[src/rtl/vga_sync_decoder.sv]
`default_nettype none
//==============================================================================
// Module   : vga_sync_decoder
// Brief    : Recovers 800x525 (640x480 active) timing from raw active-low VGA
//            syncs, locks onto it and emits coordinates and colour for every
//            active-region pixel, two cycles after the pins carry it.
// Options  : VGA_DEC_SIG_EN - adds a per-frame rotate/xor signature (frame_sig)
// Revision : 1.0 - initial release
//==============================================================================
module vga_sync_decoder #(
    parameter int H_SYNC   = 96,
    parameter int H_BACK   = 48,
    parameter int H_ACTIVE = 640,
    parameter int H_FRONT  = 16,
    parameter int V_SYNC   = 2,
    parameter int V_BACK   = 33,
    parameter int V_ACTIVE = 480,
    parameter int V_FRONT  = 10
) (
    input  logic        clk_clk,
    input  logic        reset_reset_n,
    input  logic        hsync_n,
    input  logic        vsync_n,
    input  logic [2:0]  color_r,
    input  logic [2:0]  color_g,
    input  logic [2:0]  color_b,
    output logic        pixel_valid,
    output logic [9:0]  pixel_x,
    output logic [9:0]  pixel_y,
    output logic [8:0]  pixel_rgb,
    output logic        frame_start,
    output logic        locked,
    output logic        timing_error
`ifdef VGA_DEC_SIG_EN
    ,
    output logic [15:0] frame_sig
`endif
);

    localparam logic [9:0] C_CNT_MAX     = 10'd1023;
    localparam logic [9:0] C_H_TOTAL_M1  = 10'(H_SYNC + H_BACK + H_ACTIVE + H_FRONT - 1);
    localparam logic [9:0] C_V_TOTAL_M1  = 10'(V_SYNC + V_BACK + V_ACTIVE + V_FRONT - 1);
    localparam logic [9:0] C_H_ACT_START = 10'(H_SYNC + H_BACK);
    localparam logic [9:0] C_H_ACT_END   = 10'(H_SYNC + H_BACK + H_ACTIVE - 1);
    localparam logic [9:0] C_V_ACT_START = 10'(V_SYNC + V_BACK);
    localparam logic [9:0] C_V_ACT_END   = 10'(V_SYNC + V_BACK + V_ACTIVE - 1);
    localparam logic [2:0] C_GOOD_LAST   = 3'd3;  // fourth consecutive good line

    typedef enum logic [1:0] {
        S_SEARCH = 2'd0,
        S_ALIGN  = 2'd1,
        S_LOCK   = 2'd2
    } state_t;

    // input capture stage and previous sync levels for edge detection
    logic       r_hs, r_vs, r_hs_d, r_vs_d;
    logic [8:0] r_rgb;
    // raster counters
    logic [9:0] r_hcnt, r_vcnt;
    logic       r_vs_seen;
    // lock state machine
    state_t     r_state;
    logic [2:0] r_good;
    logic       r_locked, r_timing_error;
    // pixel output stage
    logic       r_pix_valid, r_frame_start;
    logic [9:0] r_pix_x, r_pix_y;
    logic [8:0] r_pix_rgb;

    logic       w_hs_fall, w_vs_fall;
    logic [9:0] w_hcnt_inc, w_vcnt_inc, w_hcnt, w_vcnt;
    logic       w_line_ok, w_hsat, w_lock_err, w_active, w_pix_ok;

    // Edges and the counter values belonging to the pixel now in the capture stage
    assign w_hs_fall  = r_hs_d & ~r_hs;
    assign w_vs_fall  = r_vs_d & ~r_vs;
    assign w_hcnt_inc = (r_hcnt == C_CNT_MAX) ? C_CNT_MAX : r_hcnt + 10'd1;
    assign w_vcnt_inc = (r_vcnt == C_CNT_MAX) ? C_CNT_MAX : r_vcnt + 10'd1;
    assign w_hcnt     = w_hs_fall ? 10'd0 : w_hcnt_inc;
    assign w_vcnt     = !w_hs_fall                ? r_vcnt :
                        (r_vs_seen || w_vs_fall)  ? 10'd0  : w_vcnt_inc;

    // A line is good when the previous hcnt reached exactly total-1 before the new fall
    assign w_line_ok  = (r_hcnt == C_H_TOTAL_M1);
    assign w_hsat     = (w_hcnt == C_CNT_MAX);
    // r_vcnt still holds the last line of the ending frame when the vsync edge arrives
    assign w_lock_err = (r_state == S_LOCK) &&
                        ((w_hs_fall && !w_line_ok) ||
                         (w_vs_fall && (r_vcnt != C_V_TOTAL_M1)) ||
                         w_hsat);
    assign w_active   = (w_hcnt >= C_H_ACT_START) && (w_hcnt <= C_H_ACT_END) &&
                        (w_vcnt >= C_V_ACT_START) && (w_vcnt <= C_V_ACT_END);
    assign w_pix_ok   = w_active && (r_state == S_LOCK) && !w_lock_err;

    // Register the pins once; syncs reset to their idle (high) level
    always_ff @(posedge clk_clk) begin
        if (!reset_reset_n) begin
            r_hs   <= 1'b1;
            r_vs   <= 1'b1;
            r_hs_d <= 1'b1;
            r_vs_d <= 1'b1;
            r_rgb  <= 9'd0;
        end else begin
            r_hs   <= hsync_n;
            r_vs   <= vsync_n;
            r_hs_d <= r_hs;
            r_vs_d <= r_vs;
            r_rgb  <= {color_r, color_g, color_b};
        end
    end

    // Horizontal/vertical raster counters and the pending-vsync flag
    always_ff @(posedge clk_clk) begin
        if (!reset_reset_n) begin
            r_hcnt    <= 10'd0;
            r_vcnt    <= 10'd0;
            r_vs_seen <= 1'b0;
        end else begin
            r_hcnt    <= w_hcnt;
            r_vcnt    <= w_vcnt;
            r_vs_seen <= w_hs_fall ? 1'b0 : (w_vs_fall ? 1'b1 : r_vs_seen);
        end
    end

    // Lock acquisition: count good lines, align to vsync, then supervise timing
    always_ff @(posedge clk_clk) begin
        if (!reset_reset_n) begin
            r_state        <= S_SEARCH;
            r_good         <= 3'd0;
            r_locked       <= 1'b0;
            r_timing_error <= 1'b0;
        end else begin
            r_timing_error <= 1'b0;
            case (r_state)
                S_SEARCH: begin
                    if (w_hs_fall) begin
                        if (!w_line_ok) begin
                            r_good <= 3'd0;
                        end else if (r_good == C_GOOD_LAST) begin
                            r_good  <= 3'd0;
                            r_state <= S_ALIGN;
                        end else begin
                            r_good <= r_good + 3'd1;
                        end
                    end
                end
                S_ALIGN: begin
                    if (w_hs_fall && !w_line_ok) begin
                        r_state <= S_SEARCH;
                    end else if (w_vs_fall) begin
                        r_state  <= S_LOCK;
                        r_locked <= 1'b1;
                    end
                end
                S_LOCK: begin
                    if (w_lock_err) begin
                        r_state        <= S_SEARCH;
                        r_locked       <= 1'b0;
                        r_timing_error <= 1'b1;
                    end
                end
                default: begin
                    r_state  <= S_SEARCH;
                    r_locked <= 1'b0;
                end
            endcase
        end
    end

    // Pixel outputs; coordinates and colour hold their last value between pixels
    always_ff @(posedge clk_clk) begin
        if (!reset_reset_n) begin
            r_pix_valid   <= 1'b0;
            r_frame_start <= 1'b0;
            r_pix_x       <= 10'd0;
            r_pix_y       <= 10'd0;
            r_pix_rgb     <= 9'd0;
        end else begin
            r_pix_valid   <= w_pix_ok;
            r_frame_start <= w_pix_ok && (w_hcnt == C_H_ACT_START) && (w_vcnt == C_V_ACT_START);
            if (w_pix_ok) begin
                r_pix_x   <= w_hcnt - C_H_ACT_START;
                r_pix_y   <= w_vcnt - C_V_ACT_START;
                r_pix_rgb <= r_rgb;
            end
        end
    end

`ifdef VGA_DEC_SIG_EN
    logic [15:0] r_acc, r_frame_sig;

    // Rotate/xor signature over each locked frame, published at its closing vsync
    always_ff @(posedge clk_clk) begin
        if (!reset_reset_n) begin
            r_acc       <= 16'd0;
            r_frame_sig <= 16'd0;
        end else if ((r_state != S_LOCK) || w_lock_err) begin
            r_acc <= 16'd0;
        end else if (w_vs_fall) begin
            r_frame_sig <= r_acc;
            r_acc       <= 16'd0;
        end else if (r_pix_valid) begin
            r_acc <= {r_acc[14:0], r_acc[15]} ^ {7'b0, r_pix_rgb};
        end
    end

    assign frame_sig = r_frame_sig;
`endif

    assign pixel_valid  = r_pix_valid;
    assign pixel_x      = r_pix_x;
    assign pixel_y      = r_pix_y;
    assign pixel_rgb    = r_pix_rgb;
    assign frame_start  = r_frame_start;
    assign locked       = r_locked;
    assign timing_error = r_timing_error;

endmodule
`default_nettype wire

[config.mk]
export PLATFORM = sky130hd
export DESIGN_NAME = vga_sync_decoder
export DESIGN_NICKNAME = d
export VERILOG_FILES = /design/src/rtl/vga_sync_decoder.sv
export SDC_FILE = /design/constraint.sdc
export NUM_CORES = 1
export LEC_CHECK = 0
export CAP_MARGIN = 20
export CORE_MARGIN = 3
export CORE_UTILIZATION = 59
export DETAILED_ROUTE_END_ITERATION = 16
export PLACE_DENSITY = 0.92
export RECOVER_POWER = 50
export SYNTH_ARGS = -nofsm -noshare
export SYNTH_HDL_FRONTEND = slang
export SYNTH_SLANG_ARGS = --single-unit
[constraint.sdc]
create_clock -name clk_clk -period 4.65 [get_ports clk_clk]
set_input_delay 0.93 -clock clk_clk [delete_from_list [all_inputs] [get_ports clk_clk]]
set_output_delay 0.93 -clock clk_clk [all_outputs]
set_load 0.05 [all_outputs]
## After elaboration in Yosys (flattened, before gate mapping)

Cells that the tools add are included.

| operators by class | value |
|---|---|
| add/sub/neg operators | 5 |
| order comparisons | 4 |
| equality and inequality tests | 17 |
| muxes and demuxes | 19 |
| bitwise gates (word level) | 6 |
| reductions and logical operators | 21 |

Operators with widths:

| operator | number |
|---|---|
| two-way mux 10 bit | 5 |
| equality test 10 bit, second input constant | 4 |
| adder 10 x 1 -> 10 bit, second input constant | 2 |
| <= comparator 10 bit, second input constant | 2 |
| two-way mux 2 bit | 6 |
| inequality test 2 bit, second input constant | 6 |
| equality test 10 x 6 -> 1 bit, second input constant | 1 |
| equality test 10 x 8 -> 1 bit, second input constant | 1 |
| greater-or-equal comparator 10 x 6 -> 1 bit, second input constant | 1 |
| greater-or-equal comparator 10 x 8 -> 1 bit, second input constant | 1 |
| logical AND 1 bit | 10 |
| inequality test 10 bit, second input constant | 1 |
| subtractor 10 x 6 -> 10 bit, second input constant | 1 |
| subtractor 10 x 8 -> 10 bit, second input constant | 1 |
| two-way mux 3 bit | 2 |
| case mux 2 bit (3 select lines) | 1 |
| AND reduction 5 bit | 1 |
| two-way mux 1 bit | 4 |
| NOT 1 bit | 4 |
| AND reduction 2 bit | 2 |
| AND reduction 4 bit | 1 |
| adder 3 x 1 -> 3 bit, second input constant | 1 |
| equality test 3 x 2 -> 1 bit, second input constant | 1 |
| logical OR 1 bit | 3 |
| other kinds (8) | 10 |

| word-level totals | value |
|---|---|
| register bits after elaboration | 72 |
| bits of input ports | 13 |
| logic and storage cells | 89 |

## Depth between registers and ports, before layout

Gate-level depths: netlist of the first run.

| logic depth | value |
|---|---|
| depth in word-level cells | 12 |
| depth in mapped cells | 15 |
| mapped depth without buffers | 12 |

## Least setup slack after synthesis of the first run

No wires, ideal clock.

| timing | value |
|---|---|
| kind | register to register |
| start | register r_hcnt[0] |
| end | register r_pix_y[0], in the netlist pixel_y[0] |
| library setup time | 0.072 ns |
| data arrival time | 3.123 ns |
| required time | 4.578 ns |
| setup slack | 1.455 ns |
| cell stages (with the launch flop) | 16 |
| buffers on the path | 3 |
| cells stage by stage | dfxtp_1 ha_1 buf_2 nand4_2 nor3_1 nor2_1 nor2_1 ha_1 o2111ai_1 o21a_1 a211o_1 a31oi_4 and3_1 buf_4 buf_6 mux2i_1 |

| between the ends | value |
|---|---|
| cells in the longest elaborated chain, start to end | 9 |
| elaborated cells between the ends (all ways) | 19 |

Ends and longest elaborated chain:

| item | line | source |
|---|---|---|
| start, declared | 59 | `logic [9:0] r_hcnt, r_vcnt;` |
| start signal, assigned | 119 | `r_hcnt <= w_hcnt;` |
| adder 10 x 1 -> 10 bit / equality test 10 bit (equally long branches) | 77 | `assign w_hcnt_inc = (r_hcnt == C_CNT_MAX) ? C_CNT_MAX : r_hcnt + 10'd1;` |
| two-way mux 10 bit (*) | 77 |  |
| two-way mux 10 bit (*) | 79 | `assign w_hcnt = w_hs_fall ? 10'd0 : w_hcnt_inc;` |
| via w_hcnt[4] | 71 | `logic [9:0] w_hcnt_inc, w_vcnt_inc, w_hcnt, w_vcnt;` |
| greater-or-equal comparator 10 x 8 -> 1 bit / <= comparator 10 bit (equally long branches) | 91 | `assign w_active = (w_hcnt >= C_H_ACT_START) && (w_hcnt <= C_H_ACT_END) &&` |
| logical AND 1 bit (2 in series) | 91 |  |
| logical AND 1 bit | 92 | `(w_vcnt >= C_V_ACT_START) && (w_vcnt <= C_V_ACT_END);` |
| logical AND 1 bit | 93 | `assign w_pix_ok = w_active && (r_state == S_LOCK) && !w_lock_err;` |
| logical AND 1 bit (*) | 93 |  |
| end signal, assigned | 183 | `r_pix_y <= w_vcnt - C_V_ACT_START;` |
| end, declared | 67 | `logic [9:0] r_pix_x, r_pix_y;` |

Mark *: on every way through the listed nets, which the timed path passes. The rest lies on a longest branch.
A chain may end at the register's enable or synchronous reset.

## Worst setup path in the final report of the first run

| timing | value |
|---|---|
| start | register r_hcnt[0] |
| end | register r_pix_rgb[6], in the netlist pixel_rgb[6] |

| between the ends | value |
|---|---|
| cells in the longest elaborated chain, start to end | 9 |
| elaborated cells between the ends (all ways) | 19 |

Ends and longest elaborated chain:

| item | line | source |
|---|---|---|
| adder 10 x 1 -> 10 bit / equality test 10 bit (equally long branches) | 77 |  |
| two-way mux 10 bit (*) | 77 |  |
| two-way mux 10 bit (*) | 79 |  |
| via w_hcnt[4] | 71 |  |
| greater-or-equal comparator 10 x 8 -> 1 bit / <= comparator 10 bit (equally long branches) | 91 |  |
| logical AND 1 bit (2 in series) | 91 |  |
| logical AND 1 bit | 92 |  |
| logical AND 1 bit | 93 |  |
| logical AND 1 bit (*) | 93 |  |
| end signal, assigned | 184 | `r_pix_rgb <= r_rgb;` |
| end, declared | 68 | `logic [8:0] r_pix_rgb;` |

Marked as above.

==> results of run 1 <==
==> flip-flops by register name (all words and copies together), names as in the netlist <==
| signal | count |
|---|---|
| r_vcnt | 10 |
| r_vs | 1 |
| r_hcnt | 10 |
| r_state | 2 |
| r_hs_d | 1 |
| pixel_rgb | 9 |
| pixel_x | 10 |
| locked | 1 |
| r_hs | 1 |
| r_vs_seen | 1 |
| timing_error | 1 |
| pixel_valid | 1 |
| r_good | 3 |
| r_vs_d | 1 |
| frame_start | 1 |
| pixel_y | 10 |
| r_rgb | 9 |
==> stage by stage <==
step           utilization  cells  setup WS [ns]  hold slack [ns]  power [mW]
2_1_floorplan            -    434           1.46            0.401       0.696
3_3_place_gp         0.691    532          0.990            0.411       0.717
3_5_place_dp         0.691    532          0.749            0.422       0.720
4_1_cts              0.730    548          0.540            0.440        1.27
5_1_grt              0.729    548          0.189            0.459        1.31
6_report             0.729    548          0.453            0.443        1.27
==> how the worst min path moves through the flow <==
stage | startpoint | end | cells after the start
after global placement | r_vs | r_vs_d | 1
after detailed placement | r_vs | r_vs_d | 1
after global routing | r_vs | r_vs_d | 1
final | r_vs | r_vs_d | 1
after floorplan | r_vs | r_vs_d | 1
after CTS | r_vs | r_vs_d | 1
==> cell usage after synthesis (6+ instances only) <==
library cell / count
a211oi_1: 10
a21oi_1: 18
a311oi_1: 7
a31oi_1: 13
and2_1: 17
and3_1: 7
and4_1: 9
buf_2: 7
clkbuf_1: 14
dfxtp_1: 72
ha_1: 9
inv_1: 12
mux2i_1: 18
nand2_1: 50
nand2b_1: 6
nand3_1: 14
nand4_1: 8
nor2_1: 33
nor3_1: 9
o21ai_0: 27
or3_1: 6
==> where the power goes <==
part | total (mW) | internal, mW | switching, mW
registers | 0.632 | 0.625 | 0.00700
logic | 0.0768 | 0.0282 | 0.0486
clock network | 0.564 | 0.330 | 0.233
==> metal layers <==
metal | vias up | wire, um
met4 | 0 | 267
met5 | - | 0
met1 | 1707 | 4100
met2 | 211 | 4560
met3 | 30 | 806
li1 | 1656 | -
==> area by class of cell <==
cell class	count	area [um2]	share of cell area
Clock buffer	11	151	0.0347
Clock inverter	5	78.8	0.0181
Inverter	12	45.0	0.0103
Multi-Input combinational cell	322	2070	0.474
Sequential cell	72	1440	0.330
Tap cell	75	93.8	0.0215
Timing Repair Buffer	51	485	0.111
==> cell families (layout without fill, tap and decap cells) <==
family / after synthesis / after routing / share of synthesized area
and+or+nand+nor: 180 / 180 / 0.256
AOI/OAI and AO/OA: 106 / 106 / 0.202
DFF: 72 / 72 / 0.389
buffers and inverters: 40 / 79 / 0.0533
muxes: 18 / 18 / 0.0486
adders and majority gates: 9 / 9 / 0.0304
xor gates and xnor gates: 9 / 9 / 0.0212
==> run_results.csv, run 1 <==
group,metric,value,unit
status,status,"finished, violations left",
status,violations,"max-capacitance violations, max-slew violations",
yosys,async_reset_ff_frac,0,
worst_setup_path,critPathBufInv,1,
global_route,grtUsageMet3,0.0456,
drt,wl,9740,um
clock_network,cts.path.max_buffers,2,
clock_network,cts_made_buffers,9,
clock_network,cts.reportedPaths.clkPinSlew,0.07,ns
clock_network,cts-resized-gates,0,
global_route,grt_max_degree,60,
global_route,groute.usage.overall,0.268,
global_route,met2_usage,0.434,
cells_and_area,syn2layout_area_growth,17.7,%
cells_and_area,final_common_cell,"dfxtp_1",
yosys,synth-edff-count,0,
worst_setup_path,r2r-end,"pixel_rgb[6]",
sta,setup_tns,0,ns
yosys,yosys_warnings,0,
cells_and_area,fillers,399,
yosys,synth_area_per_cell,8.55,um2
global_route,use_met1,0.353,
yosys,synth.area.top_cells,"dfxtp_1 (39%), nand2_1 (5.1%), mux2i_1 (4.9%)",
die,core,5990,um2
yosys,synth_top_area_share,0.389,
die,die_h,85.3,um
flow_run,maxCapViolCount,1,
sta,hold_viol,0,
power,peakVddDrop,0.234,mV
worst_setup_path,cp_max_fo,14,
sta,finalCritPeriodShare,0.903,
worst_setup_path,startpoint_type,"register",
drt,drt_iter0_drc,365,
clock_network,post-cts-setup-buffers,0,
worst_setup_path,cp_top_family,"simple AND/OR/NAND/NOR gates",
global_route,grt.overflow.total,0,
cells_and_area,final_cell_mix,"dfxtp_1 (72), nand2_1 (50), nor2_1 (33), o21ai_0 (27), clkdlybuf4s50_1 (27)",
placed_design,port_buffers,45,
cells_and_area,fin_nets,490,
yosys,synth_cell_types,60,
sta,clock.fmax,238,MHz
yosys,syn-cell-area,3710,um2
drt,wl_per_cell,17.8,um
yosys,ys_ff_latch,72,
drt,final_antenna_net_count,0,
worst_setup_path,path_cells,"ha_1, nand4_2, nor3_1, nor2_1, nor2_1, ha_1, o2111ai_1, o21a_1, a211o_1, a31oi_4, and3_1, buf_4, mux2i_1",
sta,finalClockSkew,0.00740,ns
power,p_per_area,292,nW/um2
worst_setup_path,crit_arrival,4.44,ns
worst_setup_path,crit_end,"pixel_rgb[6]",
worst_setup_path,worst_ep_required_time,4.90,ns
die,initial_core_util,0.619,
yosys,yosys.area.top_type,"dfxtp_1",
worst_setup_path,r2r_start,"r_hcnt[0]",
global_route,grt_pass1_wl,15700,um
clock_network,cts_sinks,72,
worst_setup_path,cpMaxStageDelayCell,"nor3_1",
drt,num_vias,3604,
global_route,antenna_found_initial,0,
power,p_leak,1.67,nW
global_route,first_global_vias,3254,
global_route,grt.busiest_layer,"met2",
sta,slew_headroom,-0.497,
cells_and_area,diodes,0,
die,die_w,85.3,um
yosys,synthCells,434,
clock_network,cts_hold_buf,0,
worst_setup_path,max_stage_delay,0.54,ns
worst_setup_path,critPathKind,"register to register",
drt,first_pass_iters,5,
die,dieArea,7280,um2
sta,setup_violations,0,
clock_network,clock_latency,0.34,ns
clock_network,cts_tree,"done",
sta,worstMarginPinSlew,2.24,ns
placed_design,dp_hpwl,6410,um
yosys,ys.flop_type,"dfxtp_1",
drt,drc_errors,0,
worst_setup_path,r2r_slack,0.45,ns
worst_setup_path,path_depth,13,
yosys,syn-num-nets,456,
yosys,seq_area_frac_synth,0.389,
drt,vias_per_cell,6.58,
sta,fin_crit,4.20,ns
sta,slew_violations,60,
min_path,worst_hold_path_type,"register to register",
clock_network,ctsHtreeMaxLevel,3,
die,num_io_pins,46,
clock_network,root_buffer,"clkbuf_8",
worst_setup_path,r2r_cells,13,
die,row_count,28,
cells_and_area,stdcell_area,4370,um2
sta,rsz0062_at_grt,"no",
placed_design,dpl-instance-area,4140,um2
cells_and_area,drive_above_1_share,0.0677,
worst_setup_path,critPathLaunch,"r_hcnt[0]",
placed_design,gp_congestion,0.992,
worst_setup_path,end_kind,"register",
No activity file was read; power rests on OpenSTA's default activity.
==> inputs of run 2 (changes only) <==
Settings changed: CORE_UTILIZATION 59 to 56, GPL_ROUTABILITY_DRIVEN from default to 0, PLACE_DENSITY 0.92 to 0.86.
Clock period 4.65 ns to 4.2 ns, I/O delays scaled along.
==> run 2 against run 1 <==
- the run now ends clean
- sequential power increased by 11%
- fmax increased by 8.3%
- worst hold slack got worse by 0.0086 ns
- critical path depth increased by 1
- clock-buffer cell count decreased by 2
- non-clock buffer count unchanged
- via count decreased by 2.3%
- sequential share of layout area decreased by 0.19 points
- flip-flop and latch count unchanged
- critical path type unchanged
- critical endpoint is now pixel_rgb[3]
- largest cell class unchanged
==> run_results.csv, run 2 (synthesis results as in run 1) <==
group,metric,value,unit
global_route,first_global_vias,3152,
drt,final_antenna_net_count,0,
worst_setup_path,cp_max_fo,20,
global_route,grt.overflow.total,0,
min_path,worst_hold_path_type,"register to register",
clock_network,ctsHtreeMaxLevel,3,
cells_and_area,fillers,472,
power,p_leak,1.68,nW
drt,num_vias,3522,
cells_and_area,final_common_cell,"dfxtp_1",
drt,drt_iter0_drc,335,
cells_and_area,fin_util,0.688,
sta,slew_violations,0,
sta,slew_headroom,0.471,
sta,finalCritPeriodShare,0.922,
cells_and_area,syn2layout_area_growth,18.4,%
cells_and_area,fin_nets,490,
sta,rsz0062_at_grt,"no",
global_route,groute.usage.overall,0.259,
worst_setup_path,end_kind,"register",
sta,clock.fmax,258,MHz
clock_network,cts.path.max_buffers,2,
sta,hold_viol,0,
cells_and_area,stdcell_count,550,
cells_and_area,final_cell_mix,"dfxtp_1 (72), nand2_1 (50), nor2_1 (33), o21ai_0 (27), clkdlybuf4s50_1 (26)",
cells_and_area,stdcell_area,4390,um2
cells_and_area,area.sequential,1440,um2
die,initial_core_util,0.581,
drt,first_pass_iters,5,
status,status,"finished clean",
worst_setup_path,startpoint_type,"register",
worst_setup_path,critPathKind,"register to register",
power,peakVddDrop,0.325,mV
die,num_io_pins,46,
placed_design,dp_hpwl,6460,um
worst_setup_path,worst_ep_required_time,4.48,ns
power,total_power,1.45,mW
placed_design,dpl-instance-area,4140,um2
die,row_count,29,
cells_and_area,drive_above_1_share,0.0740,
clock_network,cts_made_buffers,9,
sta,setup_tns,0,ns
die,die_h,87.4,um
cells_and_area,diodes,0,
drt,vias_per_cell,6.40,
global_route,antenna_found_initial,0,
flow_run,maxCapViolCount,0,
placed_design,dp_cells,534,
placed_design,port_buffers,45,
drt,drc_errors,0,
global_route,grtUsageMet3,0.0653,
sta,fin_crit,3.87,ns
clock_network,clock_latency,0.36,ns
die,die_w,87.4,um
clock_network,cts_tree,"done",
global_route,grt.busiest_layer,"met2",
clock_network,root_buffer,"clkbuf_8",
placed_design,dp_slack,0.336,ns
sta,worstMarginPinSlew,0.787,ns
global_route,grt_pass1_wl,15400,um
sta,holdWs,0.434,ns
sta,setup_slack,0.327,ns
global_route,grt_max_degree,60,
sta,finalClockSkew,0.0134,ns
worst_setup_path,crit_arrival,4.15,ns
cells_and_area,multi_input_area,2070,um2
die,dieArea,7640,um2
drt,wl_per_cell,17.3,um
die,core,6390,um2
sta,setup_violations,0,
global_route,use_met1,0.346,
clock_network,cts.reportedPaths.clkPinSlew,0.08,ns
drt,wl,9500,um
clock_network,cts_sinks,72,
power,p_per_area,330,nW/um2
global_route,met2_usage,0.384,
## run 2: where the power goes
| group | internal (mW) | switching (mW) |
|---|---|---|
| clock network | 0.395 | 0.269 |
| logic | 0.0315 | 0.0534 |
| registers | 0.692 | 0.00763 |
## run 2: path summary, 6_finish.rpt
| kind | startpoint | to | slack (ns) | depth (start not counted) |
|---|---|---|---|---|
| worst max-delay path | r_hcnt[0] | pixel_rgb[3] | 0.33 | 14 |
| worst min-delay path | r_vs | r_vs_d | 0.43 | 1 |
| worst max register to register | r_hcnt[0] | pixel_rgb[3] | 0.33 | 14 |
| worst min register to register | r_vs | r_vs_d | 0.43 | 1 |
## run 2: cell type report
cell class                      instances  share of cell area
Tap cell                               77              0.0219
Timing Repair Buffer                   51               0.112
Inverter                               12              0.0103
Multi-Input combinational cell        322               0.472
Clock buffer                            9              0.0282
Clock inverter                          7              0.0274
Sequential cell                        72               0.328
## run 2: per-layer routing
layer  up-vias  part of all wire
met5         -                 0
met3        37             0.084
met4         0             0.037
met1      1652              0.43
li1       1651                 -
met2       182              0.45
## run 2: critical path: stages (launching register included)
cell and delay [ns]:
dfxtp_1 0.44, ha_1 0.40, nand4_2 0.20, nor3_1 0.21
buf_4 0.17, nor2_1 0.06, nor2_1 0.24, ha_1 0.20
o2111ai_1 0.12, o21a_1 0.20, a211o_1 0.32, a31oi_4 0.39
and3_1 0.29, buf_4 0.31, mux2i_1 0.25
## run 2: repair_timing
action | in CTS | in global routing
hold buffers | 0 | 0
hold endpoints to repair | 0 | 0
gates resized for setup | 0 | 1
setup buffers | 0 | 0
setup endpoints to repair | 0 | 25
==> inputs of run 3 (changes only) <==
Settings changed: CORE_ASPECT_RATIO from default to 1.75.
Clock period 4.2 ns to 3.8 ns, I/O delays scaled along.
==> run 3 against run 2 <==
- the run now ends with max-capacitance violations, max-slew violations left
- final cell count is 1.3% higher
- clock power is 3.8% higher
- core utilization is 0.74 points higher
- critical endpoint is now pixel_rgb[5]
- highest routed layer unchanged
==> run_results.csv, run 3 (synthesis results as in run 1) <==
group,metric,value,unit
sta,hold_viol,0,
sta,worstMarginPinSlew,1.85,ns
global_route,grt_pass1_wl,16300,um
sta,finalCritPeriodShare,0.940,
global_route,antenna_found_initial,0,
sta,finalClockSkew,0.0135,ns
cells_and_area,diodes,0,
worst_setup_path,r2r-end,"pixel_rgb[5]",
sta,clock.fmax,280,MHz
cells_and_area,fin_util,0.695,
clock_network,ctsHtreeMaxLevel,3,
clock_network,cts_made_buffers,9,
global_route,grt.overflow.total,0,
drt,final_antenna_net_count,0,
cells_and_area,final_common_cell,"dfxtp_1",
drt,wl,9950,um
power,peakVddDrop,0.274,mV
worst_setup_path,critPathKind,"register to register",
cells_and_area,final_cell_mix,"dfxtp_1 (72), nand2_1 (50), nor2_1 (33), o21ai_0 (27), clkdlybuf4s50_1 (27)",
sta,slew_headroom,-0.231,
clock_network,cts.path.max_buffers,2,
die,core,6320,um2
die,initial_core_util,0.587,
worst_setup_path,r2r_slack,0.23,ns
drt,wl_per_cell,17.9,um
cells_and_area,syn2layout_area_growth,18.5,%
die,die_w,67.5,um
status,status,"finished, violations left",
sta,rsz0062_at_grt,"no",
worst_setup_path,r2r_cells,12,
worst_setup_path,worst_ep_required_time,4.08,ns
clock_network,cts_hold_buf,0,
cells_and_area,fin_nets,494,
drt,num_vias,3572,
clock_network,cts_tree,"done",
placed_design,port_buffers,45,
die,dieArea,7680,um2
worst_setup_path,startpoint_type,"register",
global_route,grt_max_degree,53,
cells_and_area,drive_above_1_share,0.0734,
global_route,groute.usage.overall,0.280,
drt,first_pass_iters,7,
sta,setup_tns,0,ns
clock_network,cts.reportedPaths.clkPinSlew,0.08,ns
status,violations,"max-capacitance violations, max-slew violations",
die,row_count,38,
die,die_h,114,um
global_route,first_global_vias,3355,
cells_and_area,stdcell_count,557,
drt,drc_errors,0,
power,p_leak,1.67,nW
power,p_per_area,354,nW/um2
sta,setup_violations,0,
flow_run,maxCapViolCount,1,
clock_network,clock_latency,0.36,ns
placed_design,dp_hpwl,6750,um
clock_network,cts_sinks,72,
die,num_io_pins,46,
sta,slew_violations,53,
worst_setup_path,crit_arrival,3.85,ns
sta,fin_crit,3.57,ns
placed_design,dp_cells,541,
cells_and_area,fillers,489,
worst_setup_path,r2r_start,"r_hcnt[0]",
worst_setup_path,cp_max_fo,19,
worst_setup_path,end_kind,"register",
drt,drt_iter0_drc,407,
clock_network,root_buffer,"clkbuf_8",
min_path,min_from,"r_vs",
drt,vias_per_cell,6.41,
min_path,worst_hold_path_type,"register to register",
min_path,min_to,"r_vs_d",
min_path,hold_path_depth,1,
==> run 3: metal layers <==
layer,global-route usage,part of all wire
met5,0,0
met3,0.0512,0.063
met4,0.183,0.055
met2,0.466,0.52
met1,0.315,0.36
==> run 3: stage by stage <==
stage / power, mW / instance area (um2) / worst slack (ns) / hold WS [ns]
after global placement: 0.880 / 4180 / 0.530 / 0.409
after global routing: 1.60 / 4400 / 0.0342 / 0.445
final: 1.56 / 4400 / 0.228 / 0.432
after detailed placement: 0.882 / 4180 / 0.319 / 0.416
after floorplan: 0.851 / 3710 / 0.605 / 0.401
after CTS: 1.57 / 4410 / 0.226 / 0.440
==> run 3: final cells by class <==
cell class	instances	area (um2)	share of cell area
clock inverter	6	90.1	0.0205
multi-input combinational	322	2070	0.472
tap	80	100	0.0228
inverter	12	45.0	0.0102
clock buffer	10	138	0.0313
sequential	72	1440	0.328
timing repair buffer	55	508	0.116
==> run 3: what timing repair did <==
action                     in CTS  in global routing
setup endpoints to repair       0                  6
buffers inserted                0                  0
gates resized for setup         0                  1
==> run 3: worst max path at each step <==
stage | from | end | cells after the start
6_report | r_hcnt[0] | pixel_rgb[5] | 12
5_1_grt | r_vcnt[0] | pixel_rgb[5] | 10
4_1_cts | r_hcnt[0] | pixel_rgb[5] | 13
3_5_place_dp | r_hcnt[0] | pixel_rgb[3] | 13
3_3_place_gp | r_hcnt[0] | pixel_y[9] | 13
2_1_floorplan | r_hcnt[0] | pixel_y[0] | 15
==> run 3: power breakdown <==
group	total (mW)	internal, mW	switching [mW]
clock	0.689	0.389	0.300
combinational	0.0935	0.0348	0.0587
sequential	0.775	0.765	0.00960
total	1.56	1.19	0.368
==> run 3: worst max-delay path: stages (launching register included) <==
cell	delay [ns]
dfxtp_1	0.46
ha_2	0.33
nand4_2	0.16
nor3_1	0.28
clkbuf_1	0.26
o21ai_0	0.22
ha_1	0.33
o21a_1	0.12
a211o_1	0.32
a31oi_4	0.17
and3_1	0.27
buf_4	0.31
mux2i_1	0.26
